File: src/rtl/uart_tx_fifo.sv
// Byte FIFO plus launch sequencer feeding the 8N1 UART transmitter.
// Producers write at up to one byte per clock; the sequencer drains one
// byte per frame through the tx_start / tx_data / tx_busy handshake.
module uart_tx_fifo #(
  parameter int unsigned DEPTH         = 16,
  parameter int unsigned DATA_W        = 8,
  parameter int unsigned BUSY_WAIT_MAX = 4
) (
  input  logic                     clk_50mhz,
  input  logic                     rst_n,
  input  logic                     wr_en,
  input  logic [DATA_W-1:0]        wr_data,
  input  logic                     flush,
  output logic                     full,
  output logic                     empty,
  output logic [$clog2(DEPTH):0]   count,
  output logic                     overflow,
  output logic                     tx_start,
  output logic [DATA_W-1:0]        tx_data,
  input  logic                     tx_busy,
  output logic                     launch_err
);

  localparam int unsigned AW = $clog2(DEPTH);
  localparam int unsigned CW = AW + 1;
  localparam int unsigned WW = (BUSY_WAIT_MAX > 1) ? $clog2(BUSY_WAIT_MAX) : 1;

  typedef enum logic [1:0] {
    IDLE,
    WAIT_BUSY,
    WAIT_DONE
  } state_e;

  state_e              state_q, state_d;
  logic [DATA_W-1:0]   mem_q [DEPTH];
  logic [AW-1:0]       wptr_q, wptr_d;
  logic [AW-1:0]       rptr_q, rptr_d;
  logic [CW-1:0]       count_q, count_d;
  logic [WW-1:0]       wait_q, wait_d;
  logic [DATA_W-1:0]   tx_data_q, tx_data_d;
  logic                tx_start_q, tx_start_d;
  logic                overflow_q, overflow_d;
  logic                launch_err_q, launch_err_d;
  logic                wr_acc;
  logic                pop;
  logic                wait_expired;

  assign full         = (count_q == CW'(DEPTH));
  assign empty        = (count_q == '0);
  assign count        = count_q;
  assign overflow     = overflow_q;
  assign tx_start     = tx_start_q;
  assign tx_data      = tx_data_q;
  assign launch_err   = launch_err_q;
  assign wait_expired = (wait_q == WW'(BUSY_WAIT_MAX - 1));

  // Sequencer state register
  always_ff @(posedge clk_50mhz or negedge rst_n) begin
    if (!rst_n) begin
      state_q <= IDLE;
    end else begin
      state_q <= state_d;
    end
  end

  // Sequencer next state; flush forces IDLE regardless of the transmitter
  always_comb begin
    state_d = state_q;
    if (flush) begin
      state_d = IDLE;
    end else begin
      case (state_q)
        IDLE:      if (!empty) state_d = WAIT_BUSY;
        WAIT_BUSY: begin
          if (tx_busy) begin
            state_d = WAIT_DONE;
          end else if (wait_expired) begin
            state_d = IDLE;
          end
        end
        WAIT_DONE: if (!tx_busy) state_d = IDLE;
        default:   state_d = IDLE;
      endcase
    end
  end

  // Sequencer outputs: launch/pop from IDLE, busy-rise timeout in WAIT_BUSY
  always_comb begin
    pop          = 1'b0;
    tx_start_d   = 1'b0;
    launch_err_d = 1'b0;
    tx_data_d    = tx_data_q;
    wait_d       = wait_q;
    if (!flush) begin
      case (state_q)
        IDLE: begin
          if (!empty) begin
            pop        = 1'b1;
            tx_start_d = 1'b1;
            tx_data_d  = mem_q[rptr_q];
            wait_d     = '0;
          end
        end
        WAIT_BUSY: begin
          if (!tx_busy) begin
            if (wait_expired) begin
              launch_err_d = 1'b1;
            end else begin
              wait_d = wait_q + WW'(1);
            end
          end
        end
        default: ;
      endcase
    end
  end

  // FIFO pointer/occupancy update; fullness is judged before any same-edge pop
  always_comb begin
    wr_acc     = wr_en && !full && !flush;
    overflow_d = wr_en && full && !flush;
    wptr_d     = wptr_q;
    rptr_d     = rptr_q;
    count_d    = count_q;
    if (flush) begin
      wptr_d  = '0;
      rptr_d  = '0;
      count_d = '0;
    end else begin
      if (wr_acc) wptr_d = wptr_q + AW'(1);
      if (pop)    rptr_d = rptr_q + AW'(1);
      case ({wr_acc, pop})
        2'b10:   count_d = count_q + CW'(1);
        2'b01:   count_d = count_q - CW'(1);
        default: ;
      endcase
    end
  end

  // Storage array; no reset needed, validity is tracked by the pointers
  always_ff @(posedge clk_50mhz) begin
    if (wr_acc) begin
      mem_q[wptr_q] <= wr_data;
    end
  end

  // Datapath and registered outputs
  always_ff @(posedge clk_50mhz or negedge rst_n) begin
    if (!rst_n) begin
      wptr_q       <= '0;
      rptr_q       <= '0;
      count_q      <= '0;
      wait_q       <= '0;
      tx_data_q    <= '0;
      tx_start_q   <= 1'b0;
      overflow_q   <= 1'b0;
      launch_err_q <= 1'b0;
    end else begin
      wptr_q       <= wptr_d;
      rptr_q       <= rptr_d;
      count_q      <= count_d;
      wait_q       <= wait_d;
      tx_data_q    <= tx_data_d;
      tx_start_q   <= tx_start_d;
      overflow_q   <= overflow_d;
      launch_err_q <= launch_err_d;
    end
  end

endmodule

File: config.mk
export PLATFORM = sky130hd
export DESIGN_NAME = uart_tx_fifo
export DESIGN_NICKNAME = d
export VERILOG_FILES = /design/src/rtl/uart_tx_fifo.sv
export SDC_FILE = /design/constraint.sdc
export NUM_CORES = 1
export LEC_CHECK = 0
export CAP_MARGIN = 10
export CELL_PAD_IN_SITES_DETAIL_PLACEMENT = 2
export CELL_PAD_IN_SITES_GLOBAL_PLACEMENT = 2
export CORE_MARGIN = 5
export CORE_UTILIZATION = 49
export DETAILED_ROUTE_END_ITERATION = 8
export GPL_ROUTABILITY_DRIVEN = 0
export PLACE_DENSITY = 0.82
export SETUP_SLACK_MARGIN = 0.2
export SLEW_MARGIN = 5
export SYNTH_ARGS = -nofsm -noshare
export SYNTH_HDL_FRONTEND = slang
export SYNTH_SLANG_ARGS = --single-unit
File: constraint.sdc
create_clock -name clk_50mhz -period 6.6 [get_ports clk_50mhz]
set_clock_uncertainty 0.2 [all_clocks]
set_input_delay 0.99 -clock clk_50mhz [delete_from_list [all_inputs] [get_ports clk_50mhz]]
set_output_delay 0.99 -clock clk_50mhz [all_outputs]
set_load 0.01 [all_outputs]
==> results of run 1 <==
-- cells in the mapped netlist (3+ instances only) --
| library cell | number | area [um2] |
|---|---|---|
| xor2_1 | 5 | 43.8 |
| nand2b_1 | 4 | 25.0 |
| mux4_2 | 32 | 721 |
| nand3_1 | 5 | 25.0 |
| clkbuf_1 | 9 | 33.8 |
| or3_1 | 4 | 25.0 |
| ha_1 | 8 | 100 |
| buf_6 | 3 | 33.8 |
| dfrtp_1 | 28 | 701 |
| xnor2_1 | 3 | 26.3 |
| a21oi_1 | 8 | 40.0 |
| inv_1 | 4 | 15.0 |
| mux2i_1 | 19 | 190 |
| nor2_1 | 36 | 135 |
| a221oi_2 | 8 | 120 |
| nand2_1 | 11 | 41.3 |
| buf_2 | 7 | 35.0 |
| nor3_1 | 8 | 40.0 |
| o21ai_0 | 8 | 40.0 |
| edfxtp_1 | 128 | 3840 |
-- per-layer routing --
metal,vias to the layer above,global-route usage [%],part of all wire [%]
met2,87,36.4,51
met5,-,0,0
li1,1486,-,-
met4,0,9.74,2.2
met3,24,4.42,4.7
met1,1820,28.2,42
-- sequential cells by signal, indices dropped and copies added (netlist names) --
name and cells:
tx_data 8, overflow 1, count 5, state_q 2, launch_err 1, wptr_q 4
mem_q 128, rptr_q 4, wait_q 2, tx_start 1
-- cell type report --
| cell class | count | area [um2] | share of cell area (%) |
|---|---|---|---|
| sequential | 156 | 4550 | 61.1 |
| multi-input combinational | 179 | 1760 | 23.6 |
| clock buffer | 17 | 425 | 5.72 |
| timing repair buffer | 34 | 328 | 4.40 |
| tap | 172 | 215 | 2.89 |
| clock inverter | 15 | 153 | 2.05 |
| inverter | 5 | 18.8 | 0.252 |
-- cell usage in the layout (no fill, tap or decap), types with 6 or more instances in the layout --
master,count
edfxtp_1,128
nor2_1,36
mux4_2,32
clkdlybuf4s50_1,30
dfrtp_1,27
mux2i_1,19
clkbuf_16,17
nand2_1,11
a21oi_1,8
a221oi_2,8
o21ai_0,8
ha_1,8
nor3_1,6
-- final timing paths --
path                                               to  slack [ns]
worst max-delay path             count[4]$_DFFE_PN0P_        2.63
worst min-delay path            wait_q[1]$_DFFE_PN0P_        0.35
worst max register to register   count[4]$_DFFE_PN0P_        3.53
worst min register to register  wait_q[1]$_DFFE_PN0P_        0.35
max in group asynchronous       rptr_q[0]$_DFFE_PN0P_        5.11
min in group asynchronous       wait_q[1]$_DFFE_PN0P_        0.76
-- metrics by stage --
stage	hold slack [ns]	setup WS (ns)
after global placement	0.312	2.34
after floorplan	0.293	3.32
after detailed placement	0.336	2.16
final	0.348	2.63
after global routing	0.364	2.47
after CTS	0.349	2.60
-- worst reg2reg max path, stage by stage (launching register included) --
cell and delay (ns):
dfrtp_1 0.50, or4_4 0.60, o211ai_4 0.24, xnor2_1 0.10, ha_1 0.24, or3_1 0.33
a21oi_1 0.20, mux2i_1 0.11, or3_1 0.31, a21oi_1 0.14
-- power by group through the flow --
stage / Combinational, mW / Clock, mW / Sequential [mW]
2_1_floorplan: 0.526 / 0 / 1.21
6_report: 0.788 / 0.963 / 1.21
3_5_place_dp: 0.779 / 0 / 1.23
3_3_place_gp: 0.742 / 0 / 1.22
5_1_grt: 0.853 / 1.03 / 1.22
4_1_cts: 0.804 / 0.981 / 1.21
-- kinds of logic after synthesis --
kind of cell	Yosys count	synth area share, %
AOI/OAI and AO/OA	32	4.43
xor gates and xnor gates	8	1.09
adders and majority gates	8	1.56
buffers and inverters	25	1.95
DFF	156	70.8
muxes	51	14.2
and+or+nand+nor	80	5.97
==> run metrics, run 1 <==
run status=complete, no violations; LEAKAGE=2.49 nW; hold path depth=1; crit path launch=flush; DP HPWL=10.1 mm; required time worst endpoint=6.74 ns; register bit total from synthesis=156; vias in the first global route=3805; DR pass1 iterations=4; layout cells sized above 1=20.7%; clock tree from TritonCTS=built; VDD IR max=0.239 mV; Clock transition at path regs=0.07 ns; Post-CTS Setup Bufs=0; endpoint type of the worst setup path=flop; CP top delay family=simple AND/OR/NAND/NOR gates; Seq/Total Area, Yosys=70.8%; Gate power share=26.6%; placed inst area=6850 um2; post-layout util=58.5%; Hold Buf Count CTS=0; Synth-to-Final Area Change=16.0%; arrival time at the worst endpoint=4.12 ns; routed wire length=16.1 mm; Inserted Clock Buffers=17; GRT Util Overall=22.0%; DR iter-0 viols=225; Vias/cell=5.91; Root Buffer=clkbuf_16; CTS sink cnt=156; Clock power frac=32.5%; Seq pwr share=40.9%; syn avg cell area=17.8 um2; RSZ-0062 raised after global routing=false; count of final setup violators=0; n_diodes=0; full die area=15500 um2; main flop type after synthesis=edfxtp_1; Rows=41; post-route cell area=7440 um2; vias=3417; final hold violation count=0; Tcrit/Tclk final=60.2%; Post-Synthesis Cells=360; largest net degree at the start of global routing=36; Reg-to-Reg Start=count[1]$_DFFE_PN0P_; Worst Hold Class=flop to flop; Synth Cell Area=6420 um2; Rel. slew slack=22.9%; remaining routing DRC violations=0; total chip power=2.96 mW; grt total ovfl=0; Cell Count, Final, Fillers Out=578; Sw Share=31.7%; Reg2Reg Depth=9; H-tree levels=4; Warnings, synthesis=0; CTS resizes=0; port bufs=30; DIE HEIGHT=124 um; post-synth cell types=39; I/O pin total=31; worst skew pair latency=0.44 ns; cells along the critical path=clkdlybuf4s50_1 -> nor3_1 -> o211ai_4 -> xnor2_1 -> ha_1 -> or3_1 -> a21oi_1 -> mux2i_1 -> or3_1 -> a21oi_1; Core ar.=12700 um2; critical path depth=10; Max FO, Critical Path=19; NumNets Final=414; CTS Buffer Depth=2; Routed wire per std cell=27.9 um; Final Slew Violations=0; Cells after DPL=545; Net Count, Synth=381; Initial Util=50.4%; Worst path slowest cell=clkdlybuf4s50_1; post-layout minimum cycle time=3.97 ns; P_sw=937 uW; Final ANT Viol Nets=0; crit path kind=input port to flop; first-pass GRT wire length=24.6 mm; PwrDens=398 nW/um2; max frequency=252 MHz; die span in x=124 um; Int Power=2.02 mW; EDFF count, synth=128; Hold Startpoint=wait_q[1]$_DFFE_PN0P_; FFs w/ async S/R, synth=17.9%; post-route setup TNS=0 ns; Worst Tran Pin Value=1.15 ns; fill count=1081; initial antenna violation count=0; slowest stage delay, CP=0.78 ns; crit path launch type=input port; crit path buf inv count=1; max cap viols=0
No activity file was read; power rests on OpenSTA's default activity.
==> inputs of run 2 (changes only) <==
--- a/config.mk
+++ b/config.mk
@@ -9,10 +9,10 @@
 export CELL_PAD_IN_SITES_DETAIL_PLACEMENT = 2
 export CELL_PAD_IN_SITES_GLOBAL_PLACEMENT = 2
 export CORE_MARGIN = 5
-export CORE_UTILIZATION = 49
+export CORE_UTILIZATION = 46
 export DETAILED_ROUTE_END_ITERATION = 8
 export GPL_ROUTABILITY_DRIVEN = 0
-export PLACE_DENSITY = 0.82
+export PLACE_DENSITY = 0.77
 export SETUP_SLACK_MARGIN = 0.2
 export SLEW_MARGIN = 5
 export SYNTH_ARGS = -nofsm -noshare
==> constraint.sdc (replaced) <==
create_clock -name clk_50mhz -period 3.7 [get_ports clk_50mhz]
set_clock_uncertainty 0.2 [all_clocks]
set_input_delay 0.555 -clock clk_50mhz [delete_from_list [all_inputs] [get_ports clk_50mhz]]
set_output_delay 0.555 -clock clk_50mhz [all_outputs]
set_load 0.01 [all_outputs]
==> run 2 against run 1 <==
  * Clock power up 81%
  * Hold slack lost 0.0045 ns
  * Combinational power up 75%
  * Flip-flop and latch count stayed put
  * Critical path depth down 1
  * Design area up 2.1%
  * Register-to-register slack got worse by 2.8 ns
  * Utilization is 3.3 points lower
  * Critical path type is now flop to flop
==> run metrics, run 2 (synthesized netlist as in run 1, its figures left out) <==
post-route setup TNS=0 ns; count of final setup violators=0; Tcrit/Tclk final=81.3%; arrival time at the worst endpoint=3.15 ns; Rel. slew slack=21.0%; run status=complete, no violations; Final Slew Violations=0; routed wire length=16.4 mm; grt total ovfl=0; Seq pwr share=41.4%; fill count=1204; placed inst area=7020 um2; Sw Share=29.5%; PwrDens=699 nW/um2; H-tree levels=4; crit path launch type=flop; Rows=43; Sequential Area=4550 um2; most common cell after layout, fill and taps aside=edfxtp_1; NumNets Final=432; Core ar.=13800 um2; max cap viols=0; crit path kind=flop to flop; endpoint type of the worst setup path=flop; P_sw=1.57 mW; worst skew pair latency=0.43 ns; VDD IR max=0.340 mV; Clock transition at path regs=0.06 ns; largest net degree at the start of global routing=36; Clock power frac=32.7%; most frequent cells in the layout=edfxtp_1 (128), nor2_1 (36), mux4_2 (32), clkdlybuf4s50_1 (30), dfrtp_1 (27); Post-CTS Setup Bufs=0; Vias/cell=5.85; DR pass1 iterations=4; area of the multi-input gates=1750 um2; max frequency=332 MHz; RSZ-0062 raised after global routing=false; Initial Util=46.6%; remaining routing DRC violations=0; GRT Util Overall=21.5%; Inserted Clock Buffers=17; DP HPWL=10.3 mm; first-pass GRT wire length=25.1 mm; clock tree from TritonCTS=built; CTS resizes=0; CTS Buffer Depth=2; Routed wire per std cell=27.2 um; r2r setup slk=0.69 ns; Worst Tran Pin Value=1.19 ns; max FFs per register=128; final hold violation count=0; Max FO, Critical Path=9; initial antenna violation count=0; vias=3529; Hold Buf Count CTS=0; layout cells sized above 1=22.5%; Worst Hold Class=input port to asynchronous set/reset pin; post-layout minimum cycle time=3.01 ns; I/O pin total=31; vias in the first global route=4024; full die area=16400 um2; Final ANT Viol Nets=0; die span in x=128 um; largest reg by FF count=mem_q; required time worst endpoint=3.84 ns; Int Power=3.75 mW; port bufs=30; DP Worst Slack=0.526 ns; post-route cell area=7600 um2; LEAKAGE=2.58 nW; DR iter-0 viols=312; Gate power share=25.9%; worst hold slack=0.344 ns; Reg2Reg Depth=9; Synth-to-Final Area Change=18.4%; Setup WS post-layout=0.691 ns; post-layout util=55.2%; n_diodes=0; DIE HEIGHT=128 um; Root Buffer=clkbuf_16; CTS sink cnt=156
run 2: cell type report:
cell class | instances | share of cell area (%)
sequential | 156 | 59.8
multi-input combinational | 179 | 23.0
timing repair buffer | 52 | 6.29
clock buffer | 21 | 5.80
tap | 180 | 2.96
clock inverter | 10 | 1.89
inverter | 5 | 0.247
run 2: critical path, stage by stage (launching register included):
cell      delay [ns]
dfrtp_1         0.49
or4_4           0.61
o211ai_4        0.25
xnor2_1         0.11
ha_1            0.24
or3_1           0.32
a21oi_1         0.15
mux2i_1         0.10
or3_1           0.32
a21oi_1         0.15
run 2: worst paths after layout:
kind | end | startpoint
min in group clk_50mhz | wait_q[0]$_DFFE_PN0P_ | wait_q[0]$_DFFE_PN0P_
max in group asynchronous | rptr_q[0]$_DFFE_PN0P_ | rst_n
max reg2reg | count[4]$_DFFE_PN0P_ | count[1]$_DFFE_PN0P_
min reg2reg | wait_q[0]$_DFFE_PN0P_ | wait_q[0]$_DFFE_PN0P_
min | count[4]$_DFFE_PN0P_ | rst_n
max | count[4]$_DFFE_PN0P_ | count[1]$_DFFE_PN0P_
run 2: per-stage QoR:
stage	power (mW)	std cells
2_1_floorplan	3.10	360
3_3_place_gp	3.53	572
3_5_place_dp	3.61	572
4_1_cts	5.38	603
5_1_grt	5.58	603
6_report	5.31	603
run 2: power groups by stage:
stage | combinational (mW) | sequential, mW | clock, mW
after global placement | 1.31 | 2.22 | 0
after detailed placement | 1.37 | 2.23 | 0
final | 1.38 | 2.20 | 1.74
after floorplan | 0.939 | 2.17 | 0
after global routing | 1.49 | 2.22 | 1.87
after CTS | 1.41 | 2.21 | 1.76
run 2: routing by layer:
layer / wire [um] / GRT usage (%) / vias up
met3: 648 / 4.38 / 23
met2: 8970 / 38.0 / 84
li1: - / - / 1519
met5: 0 / 0 / -
met4: 335 / 7.37 / 0
met1: 6430 / 26.4 / 1903
